==> src/rtl/rv32i_types.sv <==
// Shared cache geometry: line width, tag/set/offset split and line-address build.
package rv32i_types;

  localparam int LINE_W   = 256;
  localparam int TAG_W    = 24;
  localparam int SET_W    = 3;
  localparam int OFFSET_W = 5;

  typedef logic [LINE_W-1:0] line_t;
  typedef logic [TAG_W-1:0]  tag_t;
  typedef logic [SET_W-1:0]  set_t;

  function automatic tag_t addr_tag(input logic [31:0] addr);
    return addr[31 -: TAG_W];
  endfunction

  function automatic set_t addr_set(input logic [31:0] addr);
    return addr[OFFSET_W +: SET_W];
  endfunction

  function automatic logic [31:0] line_addr(input tag_t tag, input set_t set);
    return {tag, set, {OFFSET_W{1'b0}}};
  endfunction

endpackage

==> src/rtl/pipelined_cache_line_buf.sv <==
// One cache line of storage with load enable and asynchronous active-low clear.
module pipelined_cache_line_buf
  import rv32i_types::*;
(
  input  logic  i_clk,
  input  logic  i_clr_n,
  input  logic  i_load,
  input  line_t i_d,
  output line_t o_q
);

  line_t r_line;

  always_ff @(posedge i_clk or negedge i_clr_n) begin
    if (!i_clr_n) begin
      r_line <= '0;
    end else if (i_load) begin
      r_line <= i_d;
    end
  end

  assign o_q = r_line;

endmodule

==> src/rtl/pipelined_cache_miss_ctrl.sv <==
// Miss handler for the pipelined cache: stalls the pipe, writes back a dirty
// victim, fetches the missing line and installs it for the replayed lookup.
module pipelined_cache_miss_ctrl
  import rv32i_types::*;
(
  input  logic        clk,
  input  logic        rst,
  input  logic        req_valid,
  input  logic [31:0] req_address,
  input  logic        hit,
  input  logic        dirty,
  input  logic        lru,
  input  tag_t        victim_tag,
  input  line_t       victim_data,
  input  line_t       pmem_rdata,
  input  logic        pmem_resp,
  output logic        stall,
  output logic        pmem_read,
  output logic        pmem_write,
  output logic [31:0] pmem_address,
  output line_t       pmem_wdata,
  output logic        fill_load,
  output logic        fill_way,
  output set_t        fill_set,
  output tag_t        fill_tag,
  output line_t       fill_data,
  output logic [15:0] miss_count,
  output logic [15:0] wb_count
);

  // state   | meaning
  // IDLE    | no miss in flight; watching stage-2 lookups
  // WB      | writing the dirty victim line back to memory
  // FILL    | reading the missing line from memory
  // INSTALL | single cycle writing the fetched line into the arrays
  typedef enum logic [1:0] {IDLE, WB, FILL, INSTALL} state_t;

  state_t      r_state;
  state_t      w_next;
  tag_t        r_tag;
  set_t        r_set;
  logic        r_lru;
  tag_t        r_victim_tag;
  logic [15:0] r_miss_count;
  logic [15:0] r_wb_count;
  logic        w_miss;
  logic        w_wb_done;
  logic        w_fill_done;
  line_t       w_victim_line;
  line_t       w_fill_line;
  logic        w_offset_unused;

  assign w_offset_unused = ^req_address[OFFSET_W-1:0];

  always_ff @(posedge clk or negedge rst) begin
    if (!rst) begin
      r_state <= IDLE;
    end else begin
      r_state <= w_next;
    end
  end

  always_comb begin
    w_next       = r_state;
    w_miss       = 1'b0;
    w_wb_done    = 1'b0;
    w_fill_done  = 1'b0;
    stall        = 1'b1;
    pmem_read    = 1'b0;
    pmem_write   = 1'b0;
    pmem_address = '0;
    fill_load    = 1'b0;
    case (r_state)
      IDLE: begin
        // Stall rises combinationally so the stage registers freeze on the miss cycle.
        stall = req_valid && !hit;
        if (req_valid && !hit) begin
          w_miss = 1'b1;
          w_next = dirty ? WB : FILL;
        end
      end
      WB: begin
        pmem_write   = 1'b1;
        pmem_address = line_addr(r_victim_tag, r_set);
        if (pmem_resp) begin
          w_wb_done = 1'b1;
          w_next    = FILL;
        end
      end
      FILL: begin
        pmem_read    = 1'b1;
        pmem_address = line_addr(r_tag, r_set);
        if (pmem_resp) begin
          w_fill_done = 1'b1;
          w_next      = INSTALL;
        end
      end
      INSTALL: begin
        fill_load = 1'b1;
        w_next    = IDLE;
      end
      default: begin
        w_next = IDLE;
      end
    endcase
  end

  always_ff @(posedge clk or negedge rst) begin
    if (!rst) begin
      r_tag        <= '0;
      r_set        <= '0;
      r_lru        <= 1'b0;
      r_victim_tag <= '0;
    end else if (w_miss) begin
      r_tag        <= addr_tag(req_address);
      r_set        <= addr_set(req_address);
      r_lru        <= lru;
      r_victim_tag <= victim_tag;
    end
  end

  always_ff @(posedge clk or negedge rst) begin
    if (!rst) begin
      r_miss_count <= '0;
      r_wb_count   <= '0;
    end else begin
      if (w_miss && (r_miss_count != 16'hFFFF)) begin
        r_miss_count <= r_miss_count + 16'd1;
      end
      if (w_wb_done && (r_wb_count != 16'hFFFF)) begin
        r_wb_count <= r_wb_count + 16'd1;
      end
    end
  end

  pipelined_cache_line_buf u_victim_buf (
    .i_clk   (clk),
    .i_clr_n (rst),
    .i_load  (w_miss),
    .i_d     (victim_data),
    .o_q     (w_victim_line)
  );

  pipelined_cache_line_buf u_fill_buf (
    .i_clk   (clk),
    .i_clr_n (rst),
    .i_load  (w_fill_done),
    .i_d     (pmem_rdata),
    .o_q     (w_fill_line)
  );

  assign pmem_wdata = w_victim_line;
  assign fill_way   = r_lru;
  assign fill_set   = r_set;
  assign fill_tag   = r_tag;
  assign fill_data  = w_fill_line;
  assign miss_count = r_miss_count;
  assign wb_count   = r_wb_count;

endmodule

==> config.mk <==
export PLATFORM = sky130hd
export DESIGN_NAME = pipelined_cache_miss_ctrl
export DESIGN_NICKNAME = d
export VERILOG_FILES = /design/src/rtl/rv32i_types.sv /design/src/rtl/pipelined_cache_line_buf.sv /design/src/rtl/pipelined_cache_miss_ctrl.sv
export SDC_FILE = /design/constraint.sdc
export NUM_CORES = 1
export LEC_CHECK = 0
export CORE_AREA = 2 2 464 466
export DETAILED_ROUTE_END_ITERATION = 10
export DIE_AREA = 0 0 466 468
export PLACE_DENSITY = 0.3
export SLEW_MARGIN = 15
export SYNTH_ARGS = -nofsm -noshare
export SYNTH_HDL_FRONTEND = slang
export SYNTH_HIERARCHICAL = 1
export SYNTH_SLANG_ARGS = --single-unit
==> constraint.sdc <==
create_clock -name clk -period 2.4 [get_ports clk]
set_input_delay 0.48 -clock clk [delete_from_list [all_inputs] [get_ports clk]]
set_output_delay 0.48 -clock clk [all_outputs]
set_load 0.03 [all_outputs]
==> summary.md <==
| Metric | Value |
|---|---|
| Status | `finished with violations` |
| Violations in the final reports | `setup timing` |
| Number of placed cells counting well taps | `around 5600` |
| TritonCTS clock tree | `done` |
| List of most frequent post-synthesis cells | `598 x sky130_fd_sc_hd__dfrtp_1, 513 x sky130_fd_sc_hd__mux2_2, 169 x sky130_fd_sc_hd__nand2_1, 52 x sky130_fd_sc_hd__buf_6` |
| Hold wc startpoint | `victim_tag[6]` |
| DR vias/cell | `between 3 and 4` |
| Vias | `~18000` |
| Average wire length per cell after detail routing | `between 20 and 25 um` |
| Worst hold path cell count | `3` |
| Cells after synthesis | `~1500` |
| Initial core utilization | `0.1093` |
| Count of flip-flops with a built-in enable after synthesis | `0` |
| Max IR drop VDD | `0.7942 mV` |
| I/O pin cnt | `1183` |
| Setup total negative slack | `-4.922 ns` |
| RSZ-0062 raised after global routing | `true` |
| Drt first pass iters | `4` |
| Worst setup slack for register-to-register paths | `0.33 ns` |
| Count of nets after finishing | `approximately 3400` |
| Final critical delay including setup and external delays | `2.605 ns` |
| Final total power | `64.50 mW` |
| Achievable Freq | `roughly 380 MHz` |
| Sequential area share after synthesis | `0.6415` |
| All-Layer GR Usage | `0.1172` |
| CTS HTree Levels | `3` |
| Flop and latch count out of synthesis | `about 600` |
| Post-layout util | `0.1999` |
| Worst reg-to-reg path cell count | `7` |
| Lkg Pwr | `about 18 nW` |
| Headroom to the max-slew limit | `0.5773` |
| Final setup violating endpoints | `28` |
| Placement Cell Area | `about 39000 um2` |
| Capturing element type of the critical path | `output pin` |
| Largest cells by area after synthesis | `sky130_fd_sc_hd__dfrtp_1 64%, sky130_fd_sc_hd__mux2_2 25%, sky130_fd_sc_hd__nand2_1 2.7%` |
| Worst path cell trace | `inv_4 -> ha_4 -> buf_12 -> o21a_1 -> and2_4 -> buf_6` |
| Clock Sinks | `~600` |
| Routability cong. | `0.7802` |
| Core Box Area | `around 210000 um2` |
| Mapped Area | `about 23000 um2` |
| Data arrival time of the worst path | `between 2 and 2.5 ns` |
| Dominant register cell in the synthesized netlist | `sky130_fd_sc_hd__dfrtp_1` |
| Cell chosen for the clock root | `sky130_fd_sc_hd__clkbuf_16` |
| Post-layout worst setup margin | `-0.2053 ns` |
| Crit-path max cell delay | `just over 0.4 ns` |
| Cell with the most instances after synthesis | `sky130_fd_sc_hd__dfrtp_1` |
| Leftover overflow at the end of global routing | `0` |
| PortBufs | `~1200` |
| Area added between synthesis and finish | `82.78%` |
| Final slew viol count | `0` |
| Antenna violation net count after detailed routing | `0` |
| Number of global-route vias before repair | `19240` |
| Non-filler cells in the finished layout | `5769` |
| Class of the most critical setup path | `flip-flop to output pin` |
| Mean instance size in the synthesized netlist | `15.27 um2` |
| Reg-to-reg critical path endpoint | `u_victim_buf/o_q[169]` |
| Final-report hold violation count | `0` |
| Initial antenna violation count | `65` |
| Clock-pin slew of the registers on the worst-case setup and hold paths | `roughly 0.060 ns` |
| Clk Latency, worst-skew pair | `roughly 0.7 ns` |
| Vertical die dimension | `roughly 470 um` |
| Period utilization | `1.086` |
| Wire length of the first global-routing pass | `about 180 mm` |
| Combined buffer and inverter count along the critical path | `3` |
| Cell type contributing the most total cell area after synthesis | `sky130_fd_sc_hd__dfrtp_1` |
| Slew at the pin closest to its max-slew limit | `around 0.64 ns` |
| Filler instances | `23090` |
| CP Launch Type | `flip-flop` |
| Share of flip-flops with an asynchronous set or reset | `1.000` |
| Longest Clk Path Bufs | `3` |
| Fraction of layout instances using a drive strength above 1 | `0.2985` |
| Violation count after the first detailed-route iteration | `roughly 510` |
| CP top delay family | `flip-flops` |
| Path category of the worst min-delay check | `input port to flip-flop` |
| Critical path depth in cells | `6` |
| Area share of the leading cell type in the synthesized netlist | `0.6415` |
| Required time worst endpoint | `1.92 ns` |
| Startpoint of the worst register-to-register path | `r_state[1]` |
| Routed Wire Length | `between 100 and 150 mm` |
| Crit Path Max Fanout | `7` |
| Post-detailed-route DRC marker count | `0` |
| Horizontal extent of the die | `roughly 470 um` |
| Total power divided by cell area | `approximately 1500 nW/um2` |
| Worst Skew | `approximately 0.043 ns` |
| Slowest CP cell | `sky130_fd_sc_hd__dfrtp_1` |
| Post-route standard cell area excluding fillers | `42640 um2` |
| Hold path endpoint | `r_victim_tag[6]` |
| Placed wire-length estimate | `between 100 and 150 mm` |
| Count of synthesis-stage warnings from yosys | `6` |
| Maximum number of pins on one net before global-route repair | `84` |
| Distinct cell type count of the synthesized netlist | `39` |
| Total Die Area | `between 200000 and 250000 um2` |
| Cell row count | `170` |
| Clock buffer count from CTS | `slightly below 90` |
| Max-Cap Viols | `0` |
cell families after synthesis:
| logic type | share of synthesized area |
|---|---|
| compound gates | 0.01078 |
| xor+xnor | 0.01089 |
| fa+ha+maj | 0.004291 |
| buf+inv | 0.03186 |
| flops | 0.6415 |
| mux | 0.2496 |
| other cells | 0.0001607 |
| simple gates | 0.05101 |
power by group:
group	internal, mW	leakage (nW)	switching [mW]
registers	15.0	7.19	3.30
logic	14.1	9.06	18.7
clock network	8.01	1.43	5.35
state kept, by name, indices dropped and copies added (netlist names):
signal and flops:
u_fill_buf/o_q 256, u_victim_buf/o_q 256, fill_tag 24, r_victim_tag 24, miss_count 16, wb_count 16
fill_set 3, r_state 2, fill_way 1
per-layer routing:
| metal | GRT usage | up-vias | share of wire |
|---|---|---|---|
| met1 | 0.1386 | 8989 | 0.40 |
| met3 | 0.06211 | 186 | 0.12 |
| met2 | 0.1878 | 850 | 0.46 |
| li1 | - | 8015 | - |
| met5 | 0 | - | 0.0022 |
| met4 | 0.02302 | 48 | 0.016 |
through the flow:
stage,hold slack [ns],worst slack [ns]
after global placement,0.4627,-0.009535
after floorplan,0.1844,0.07708
final,0.2909,-0.2053
after global routing,0.2085,-0.3734
after detailed placement,0.4658,-0.01750
after CTS,0.1718,-0.3690
cell type report:
| type | count | area (um2) | share of cell area |
|---|---|---|---|
| flip-flops and latches | 598 | 14960 | 0.3509 |
| diodes | 30 | 75.07 | 0.001761 |
| clock buffers | 132 | 2557 | 0.05998 |
| multi-input cells | 848 | 7908 | 0.1854 |
| clock inverters | 22 | 362.8 | 0.008509 |
| repair buffers | 1296 | 13190 | 0.3094 |
| well taps | 2838 | 3551 | 0.08327 |
| inverters | 5 | 28.78 | 0.0006749 |
tightest hold or removal path: stages:
cell,delay (ns)
sky130_fd_sc_hd__clkdlybuf4s50_1,0.40
sky130_fd_sc_hd__nand2_1,0.05
sky130_fd_sc_hd__nand2_1,0.04
how the worst max path moves through the flow:
| stage | start | end | slack [ns] |
|---|---|---|---|
| floorplan | r_state[0] | pmem_address[13] | 0.08 |
| global placement | hit | miss_count[15] | -0.01 |
| detailed placement | hit | miss_count[15] | -0.02 |
| CTS | r_state[0] | pmem_address[15] | -0.37 |
| global route | r_state[1] | pmem_address[15] | -0.37 |
| finish | r_state[0] | pmem_address[7] | -0.21 |
timing repair:
item                                    in CTS  in global routing
cloned                                       3                  2
hold buffers                                 1                  0
pin swaps                                    5                  9
resized for setup                          234                 67
hold endpoints to repair                    32                  0
setup buffers                                6                  6
endpoints found under the setup margin     223                 51
layout by cell type, fill, tap and decap left out, types with 13 or more instances in the layout:
| cell type | n |
|---|---|
| sky130_fd_sc_hd__a22oi_2 | 23 |
| sky130_fd_sc_hd__buf_12 | 46 |
| sky130_fd_sc_hd__buf_4 | 81 |
| sky130_fd_sc_hd__buf_6 | 23 |
| sky130_fd_sc_hd__clkbuf_1 | 25 |
| sky130_fd_sc_hd__clkbuf_16 | 90 |
| sky130_fd_sc_hd__clkbuf_8 | 19 |
| sky130_fd_sc_hd__clkdlybuf4s50_1 | 920 |
| sky130_fd_sc_hd__dfrtp_1 | 598 |
| sky130_fd_sc_hd__diode_2 | 30 |
| sky130_fd_sc_hd__dlygate4sd2_1 | 192 |
| sky130_fd_sc_hd__dlymetal6s2s_1 | 22 |
| sky130_fd_sc_hd__mux2_2 | 513 |
| sky130_fd_sc_hd__nand2_1 | 169 |
| sky130_fd_sc_hd__nand4_1 | 13 |
| sky130_fd_sc_hd__nor2b_2 | 15 |
| sky130_fd_sc_hd__xnor2_1 | 13 |
| sky130_fd_sc_hd__xor2_1 | 16 |
Power figures use the tool's default switching activity.
